===== config.mk =====
export PLATFORM = sky130hd
export DESIGN_NAME = dmem_port_arbiter
export DESIGN_NICKNAME = d
export VERILOG_FILES = /design/src/rtl/dmem_port_arbiter.sv
export SDC_FILE = /design/constraint.sdc
export NUM_CORES = 1
export LEC_CHECK = 0
export ABC_AREA = 1
export ABC_CLOCK_PERIOD_IN_PS = 1600
export BUFFER_PORTS_ARGS = -buffer_cell sky130_fd_sc_hd__clkbuf_2
export CAP_MARGIN = 20
export CORE_AREA = 2 2 253 255
export CTS_CLUSTER_SIZE = 16
export DETAILED_ROUTE_END_ITERATION = 12
export DIE_AREA = 0 0 255 257
export PLACE_DENSITY_LB_ADDON = 0.25
export REMOVE_ABC_BUFFERS = 1
export SLEW_MARGIN = 30
export SYNTH_ARGS = -nofsm -noshare
export SYNTH_HDL_FRONTEND = slang
export SYNTH_SLANG_ARGS = --single-unit
export TNS_END_PERCENT = 50

===== constraint.sdc =====
create_clock -name clk -period 1.6 [get_ports clk]
set_input_delay 0.08 -clock clk [delete_from_list [all_inputs] [get_ports clk]]
set_output_delay 0.08 -clock clk [all_outputs]
set_load 0.03 [all_outputs]

===== src/rtl/dmem_port_arbiter.sv =====
// Two-master arbiter for the data memory load and store channels.
// Each channel grants one transaction at a time and routes the response back.
module dmem_arb_chan #(
  parameter bit FIXED_PRIO = 1'b0
) (
  input  logic clk,
  input  logic rst,
  input  logic v0,
  input  logic v1,
  input  logic rr0,
  input  logic rr1,
  input  logic mem_ready,
  input  logic mem_resp_valid,
  output logic win,
  output logic rdy0,
  output logic rdy1,
  output logic mem_valid,
  output logic mem_resp_ready,
  output logic rv0,
  output logic rv1
);
  typedef enum logic {IDLE, BUSY} state_t;

  state_t state;
  logic   owner;
  logic   ptr;
  logic   idle;

  assign idle = (state == IDLE);

  // ptr holds the last winner; on a tie the other master goes next
  always_comb begin
    win = v1;
    if (v0 && v1) win = FIXED_PRIO ? 1'b0 : ~ptr;
  end

  assign mem_valid = !rst && idle && (v0 || v1);
  assign rdy0 = mem_valid && !win && mem_ready;
  assign rdy1 = mem_valid && win && mem_ready;

  // stray responses are swallowed while idle or in reset
  assign mem_resp_ready = rst || idle || (owner ? rr1 : rr0);
  assign rv0 = !rst && !idle && !owner && mem_resp_valid;
  assign rv1 = !rst && !idle && owner && mem_resp_valid;

  always_ff @(posedge clk) begin
    if (rst) begin
      state <= IDLE;
      owner <= 1'b0;
      ptr   <= 1'b1;
    end else begin
      case (state)
        IDLE: if (mem_valid && mem_ready) begin
          owner <= win;
          ptr   <= win;
          state <= BUSY;
        end
        BUSY: if (mem_resp_valid && mem_resp_ready) state <= IDLE;
        default: state <= IDLE;
      endcase
    end
  end
endmodule

module dmem_port_arbiter #(
  parameter int LDTAG_W    = 4,
  parameter bit FIXED_PRIO = 1'b0
) (
  input  logic               clk,
  input  logic               rst,
  input  logic               m0_ld_valid,
  output logic               m0_ld_ready,
  input  logic [31:0]        m0_ld_addr,
  input  logic [LDTAG_W-1:0] m0_ld_tag,
  output logic               m0_ld_resp_valid,
  input  logic               m0_ld_resp_ready,
  output logic [63:0]        m0_ld_resp_data,
  output logic [LDTAG_W-1:0] m0_ld_resp_tag,
  output logic               m0_ld_resp_err,
  input  logic               m0_st_valid,
  output logic               m0_st_ready,
  input  logic [31:0]        m0_st_addr,
  input  logic [63:0]        m0_st_wdata,
  input  logic [7:0]         m0_st_wstrb,
  output logic               m0_st_resp_valid,
  input  logic               m0_st_resp_ready,
  input  logic               m1_ld_valid,
  output logic               m1_ld_ready,
  input  logic [31:0]        m1_ld_addr,
  input  logic [LDTAG_W-1:0] m1_ld_tag,
  output logic               m1_ld_resp_valid,
  input  logic               m1_ld_resp_ready,
  output logic [63:0]        m1_ld_resp_data,
  output logic [LDTAG_W-1:0] m1_ld_resp_tag,
  output logic               m1_ld_resp_err,
  input  logic               m1_st_valid,
  output logic               m1_st_ready,
  input  logic [31:0]        m1_st_addr,
  input  logic [63:0]        m1_st_wdata,
  input  logic [7:0]         m1_st_wstrb,
  output logic               m1_st_resp_valid,
  input  logic               m1_st_resp_ready,
  output logic               mem_ld_valid,
  input  logic               mem_ld_ready,
  output logic [31:0]        mem_ld_addr,
  output logic [LDTAG_W-1:0] mem_ld_tag,
  input  logic               mem_ld_resp_valid,
  output logic               mem_ld_resp_ready,
  input  logic [63:0]        mem_ld_resp_data,
  input  logic [LDTAG_W-1:0] mem_ld_resp_tag,
  input  logic               mem_ld_resp_err,
  output logic               mem_st_valid,
  input  logic               mem_st_ready,
  output logic [31:0]        mem_st_addr,
  output logic [63:0]        mem_st_wdata,
  output logic [7:0]         mem_st_wstrb,
  input  logic               mem_st_resp_valid,
  output logic               mem_st_resp_ready
);
  logic ld_win;
  logic st_win;

  dmem_arb_chan #(.FIXED_PRIO(FIXED_PRIO)) u_ld (
    .clk(clk), .rst(rst),
    .v0(m0_ld_valid), .v1(m1_ld_valid),
    .rr0(m0_ld_resp_ready), .rr1(m1_ld_resp_ready),
    .mem_ready(mem_ld_ready),
    .mem_resp_valid(mem_ld_resp_valid),
    .win(ld_win),
    .rdy0(m0_ld_ready), .rdy1(m1_ld_ready),
    .mem_valid(mem_ld_valid),
    .mem_resp_ready(mem_ld_resp_ready),
    .rv0(m0_ld_resp_valid), .rv1(m1_ld_resp_valid)
  );

  dmem_arb_chan #(.FIXED_PRIO(FIXED_PRIO)) u_st (
    .clk(clk), .rst(rst),
    .v0(m0_st_valid), .v1(m1_st_valid),
    .rr0(m0_st_resp_ready), .rr1(m1_st_resp_ready),
    .mem_ready(mem_st_ready),
    .mem_resp_valid(mem_st_resp_valid),
    .win(st_win),
    .rdy0(m0_st_ready), .rdy1(m1_st_ready),
    .mem_valid(mem_st_valid),
    .mem_resp_ready(mem_st_resp_ready),
    .rv0(m0_st_resp_valid), .rv1(m1_st_resp_valid)
  );

  assign mem_ld_addr  = ld_win ? m1_ld_addr : m0_ld_addr;
  assign mem_ld_tag   = ld_win ? m1_ld_tag : m0_ld_tag;
  assign mem_st_addr  = st_win ? m1_st_addr : m0_st_addr;
  assign mem_st_wdata = st_win ? m1_st_wdata : m0_st_wdata;
  assign mem_st_wstrb = st_win ? m1_st_wstrb : m0_st_wstrb;

  // response payload only reaches the master that sees resp_valid
  assign m0_ld_resp_data = m0_ld_resp_valid ? mem_ld_resp_data : '0;
  assign m0_ld_resp_tag  = m0_ld_resp_valid ? mem_ld_resp_tag : '0;
  assign m0_ld_resp_err  = m0_ld_resp_valid && mem_ld_resp_err;
  assign m1_ld_resp_data = m1_ld_resp_valid ? mem_ld_resp_data : '0;
  assign m1_ld_resp_tag  = m1_ld_resp_valid ? mem_ld_resp_tag : '0;
  assign m1_ld_resp_err  = m1_ld_resp_valid && mem_ld_resp_err;
endmodule


**Word level (Yosys, flattened, before mapping)**

Cells that the tools add are included.

- Logic and storage cells: 72
- Flip-flop bits (word level): 6
- Bits of input ports: 363
- Output and inout bits: 290

- Bitwise gates (word level): 4
- Multiplexer cells: 19
- Reduce and logical (&&, ||, !) cells: 43

Operators by type and width:

| cell | count |
|---|---|
| two-way mux 64 bit | 3 |
| two-way mux 32 bit | 2 |
| logical AND 1 bit | 30 |
| two-way mux 4 bit | 3 |
| two-way mux 1 bit | 8 |
| two-way mux 8 bit | 1 |
| logical OR 1 bit | 6 |
| logical NOT 1 bit | 5 |
| inverter 1 bit | 4 |
| case mux 1 bit (2 select lines) | 2 |
| AND reduction 2 bit | 2 |

**Longest topological paths before layout**

- Depth after elaboration: 6
- Depth in mapped cells: 7
- Mapped depth without buffers: 6

**Hierarchy**

A second synthesis with hierarchy kept.

- Cell total of the unflattened synthesis: 810
- Area total of the unflattened synthesis: 3320.7 um2

By module, submodules not included:

| module | seq. area each (um2) | area each (um2) | cells an instance | instances |
|---|---|---|---|---|
| dmem_port_arbiter | 0.0 | 2920.3 | 744 | 1 |
| dmem_arb_chan | 60.1 | 200.2 | 33 | 2 |

**Least setup slack after synthesis**

OpenSTA, ideal clock, no wires.

- Path kind: flip-flop to output port
- Start: register u_ld.state
- End: output port m0_ld_resp_data[57]
- Data arrival time: 1.354 ns
- Required time: 1.520 ns
- Buffers on the path: 1
- Slack: 0.166 ns
- Stages on the path, launching flop included: 6
- Cell sequence: dfxtp_1 -> inv_1 -> nor2_1 -> nand3_1 -> clkbuf_1 -> nor2_1

- Word-level cells in the longest chain between the ends: 4

Ends and longest elaborated chain:

| element | RTL line | source |
|---|---|---|
| start: declaration | 24 | `state_t state;` |
| start signal: assignment | 48 | `state <= IDLE;` |
| start signal: assignment | 56 | `state <= BUSY;` |
| start signal: assignment | 58 | `BUSY: if (mem_resp_valid && mem_resp_ready) state <= IDLE;` |
| logical AND 1 bit (3 in a row) | 43 | `assign rv0 = !rst && !idle && !owner && mem_resp_valid;` |
| two-way mux 64 bit | 156 | `assign m0_ld_resp_data = m0_ld_resp_valid ? mem_ld_resp_data : '0;` |
| end: declaration | 77 | `output logic [63:0] m0_ld_resp_data,` |

Every way passes these cells.

**Worst setup path after layout**

- Start: register u_st.ptr
- End: output port mem_st_addr[11]

- Word-level cells in the longest chain between the ends: 3

Ends and longest elaborated chain:

| element | RTL line | source |
|---|---|---|
| start: declaration | 26 | `logic ptr;` |
| start signal: assignment | 55 | `ptr <= win;` |
| inverter 1 bit | 34 | `if (v0 && v1) win = FIXED_PRIO ? 1'b0 : ~ptr;` |
| two-way mux 1 bit | 34 |  |
| two-way mux 32 bit | 151 | `assign mem_st_addr = st_win ? m1_st_addr : m0_st_addr;` |
| end: declaration | 114 | `output logic [31:0] mem_st_addr,` |

Every way passes these cells.

==> impl_metrics.yaml <==
clocking:
  path_clk_slew_ns: 0.03
  clockRootBuffer: "clkbuf_16"
  clkLatencyLatePin_ns: 0.23
  htree_levels: 1
  cts_sinks: 6
  postCtsHoldBufs: 0
  clk_path_buf_depth: 2
  cts_tree: "done"
  cts_made_buffers: 3
yosys:
  synthCells: 738
  synthMuxAreaShare: 0
  ys_ff_latch: 6
  syn_avg_cell_area_um2: 3.96
  ys_types: 14
  synth_top_family_by_area: "simple AND/OR/NAND/NOR gates"
  syn-cell-area_um2: 2930
  ys_seq_area_frac: 0.0411
  synth_compound_area_frac: 0.00984
  synth-simple-area-share: 0.777
  synthAdderAreaFrac: 0
  synth_xor_xnor_area_share: 0
  yosysWarnings: 0
worst_setup_path:
  slowest_delay_ns: 0.35
  path_common_cell: "buf_12"
  crit_chain: "a21oi_4, buf_12, inv_12, buf_12, buf_12, nand2_1, nand2_2, buf_8"
  path_class: "flop to primary output"
  critPathArrivalTime_ns: 1.55
  crit_fanout: 14
  slowest_stage: "dfxtp_4"
  cp-start-kind: "flop"
  endpoint_kind: "primary output"
  worstPathRequired_ns: 1.52
floorplan:
  ios: 653
  die_h_um: 257
  coreArea_um2: 62700
  start_util: 0.0466
  die_x_um: 255
  rows: 92
  die_area_um2: 65500
routing:
  wl_um: 34200
  drtAntennaViolNets: 0
  viasPerCell: 2.96
  drt_iter0_markers: 343
  drtPass1Iterations: 4
  remaining_drc_errors: 0
  vias: 6600
  wl_per_cell_um: 15.3
cells_and_area:
  fillers: 7473
  area.sequential_um2: 125
  multi_input_comb_area_um2: 2540
  fin_area_um2: 8860
  mostFrequentLayoutCells: "492 x clkbuf_2, 368 x nand2_1, 138 x nor2_1, 81 x inv_1, 72 x nand2_2"
  final_common_cell: "clkbuf_2"
  fin_util: 0.141
  drive_above_1_share: 0.565
  area_delta_synth_final_pct: 203
  nets: 1749
timing:
  grt_setup_unrepaired: "yes"
  final.min_clock_period_ns: 1.63
  slew_headroom: 0.737
  fin_skew_ns: 0.00371
  finalSetupViolCount: 34
  fin_ws_ns: -0.0314
  slew_violations: 0
  clock.fmax_mhz: 613
  tightest_slew_ns: 0.395
  finalHoldViolations: 0
  timing.final.crit_share: 1.02
placement:
  gp_congestion: 0.880
  post_dp_cell_area_um2: 7470
  dp.final_hpwl_um: 30100
  io_buffers: 652
global_routing:
  grt_pass1_vias: 6602
  grt.total_usage: 0.0971
  grt.overflow.total: 0
  grt_max_degree: 71
  grt_pass1_wl_um: 46200
  antenna_found_initial: 9
power_and_ir_drop:
  clock_power_share: 0.112
  leakagePower_uw: 0.00554
  power_uw: 3690
  p_int_uw: 1720
  power_switching_uw: 1970
  comb_power_share: 0.841
  power_frac_seq: 0.047
  vdd_ir_drop_max_mv: 0.319
  power.density_nw_per_um2: 417
  sw_frac_of_total: 0.534
hold_path:
  hp-class: "input port to flop"
job:
  max_cap_viol_count: 0
run_status:
  status: "complete, but fails checks"
  violations: "negative setup slack"
==> layout make-up <==
type                       instances  share of cell area
timing repair buffer             686               0.533
multi-input combinational        604               0.287
tap                              846               0.119
inverter                          85              0.0374
sequential                         6              0.0141
clock buffer                       3             0.00847
antenna                            2            0.000565
==> state kept, by name, summed over array words and instances, names as in the netlist <==
register / cells
u_ld.owner: 1
u_ld.ptr: 1
u_ld.state: 1
u_st.owner: 1
u_st.ptr: 1
u_st.state: 1
==> layer usage <==
metal  routed length, um  share of wire  up-vias  GRT usage
met5                 144         0.0042        -    0.00752
met4                 114         0.0033       14    0.00536
li1                    -              -     3411          -
met3                3130          0.092       26     0.0362
met1               14500           0.42     2862      0.120
met2               16300           0.48      287      0.166
==> cell usage after synthesis <==
library cell	n	area, um2
dfxtp_1	6	120
inv_2	3	11.3
a21o_1	1	7.51
a21oi_4	1	16.3
buf_2	13	65.1
inv_1	82	308
nand2_1	440	1650
nor3_1	2	10.0
clkbuf_1	28	105
buf_4	2	15.0
nand4_1	1	6.26
a21oi_1	1	5.00
nor2_1	149	559
nand3_1	9	45.0
==> critical path, delay by kind of cell, from the launching register on <==
family          cells  cell delay (ns)
flops               1             0.35
simple gates        2             0.14
buf+inv             5             0.66
compound gates      1             0.14
==> final timing paths <==
check | startpoint | endpoint | slack (ns) | cells after the start
worst max-delay path | u_st.ptr | mem_st_addr[11] | -0.03 | 8
worst min-delay path | mem_st_ready | u_st.ptr | 0.14 | 3
worst max register to register | u_st.owner | u_st.state | 0.30 | 5
worst min register to register | u_st.ptr | u_st.ptr | 0.51 | 2
==> what timing repair did <==
item | CTS | global route
setup buffers | 2 | 0
setup endpoints to repair | 231 | 223
pin swaps | 1 | 3
resized for setup | 205 | 272
cloned | 3 | 1
==> cell families after synthesis <==
kind of cell	count (synthesis)
and+or+nand+nor	601
DFF	6
buffers and inverters	128
AOI/OAI and AO/OA	3
==> per-stage QoR <==
step	instances	TNS [ns]	setup WS (ns)	hold slack (ns)
4_1_cts	2230	-2.70	-0.0820	0.142
3_5_place_dp	2222	0	0.0119	0.376
6_report	2232	-0.394	-0.0314	0.141
5_1_grt	2232	-3.76	-0.0759	0.179
2_1_floorplan	695	-350.73	-1.47	0.232
3_3_place_gp	2222	0	0.00635	0.379
==> power groups by stage <==
stage	Combinational (uW)	Sequential (uW)	Clock [uW]
after floorplan	1330	172	0
after global placement	2640	176	0
after detailed placement	2620	176	0
after CTS	3020	175	423
after global routing	3340	176	436
final	3110	174	414
(Power assumes the default switching activity.)
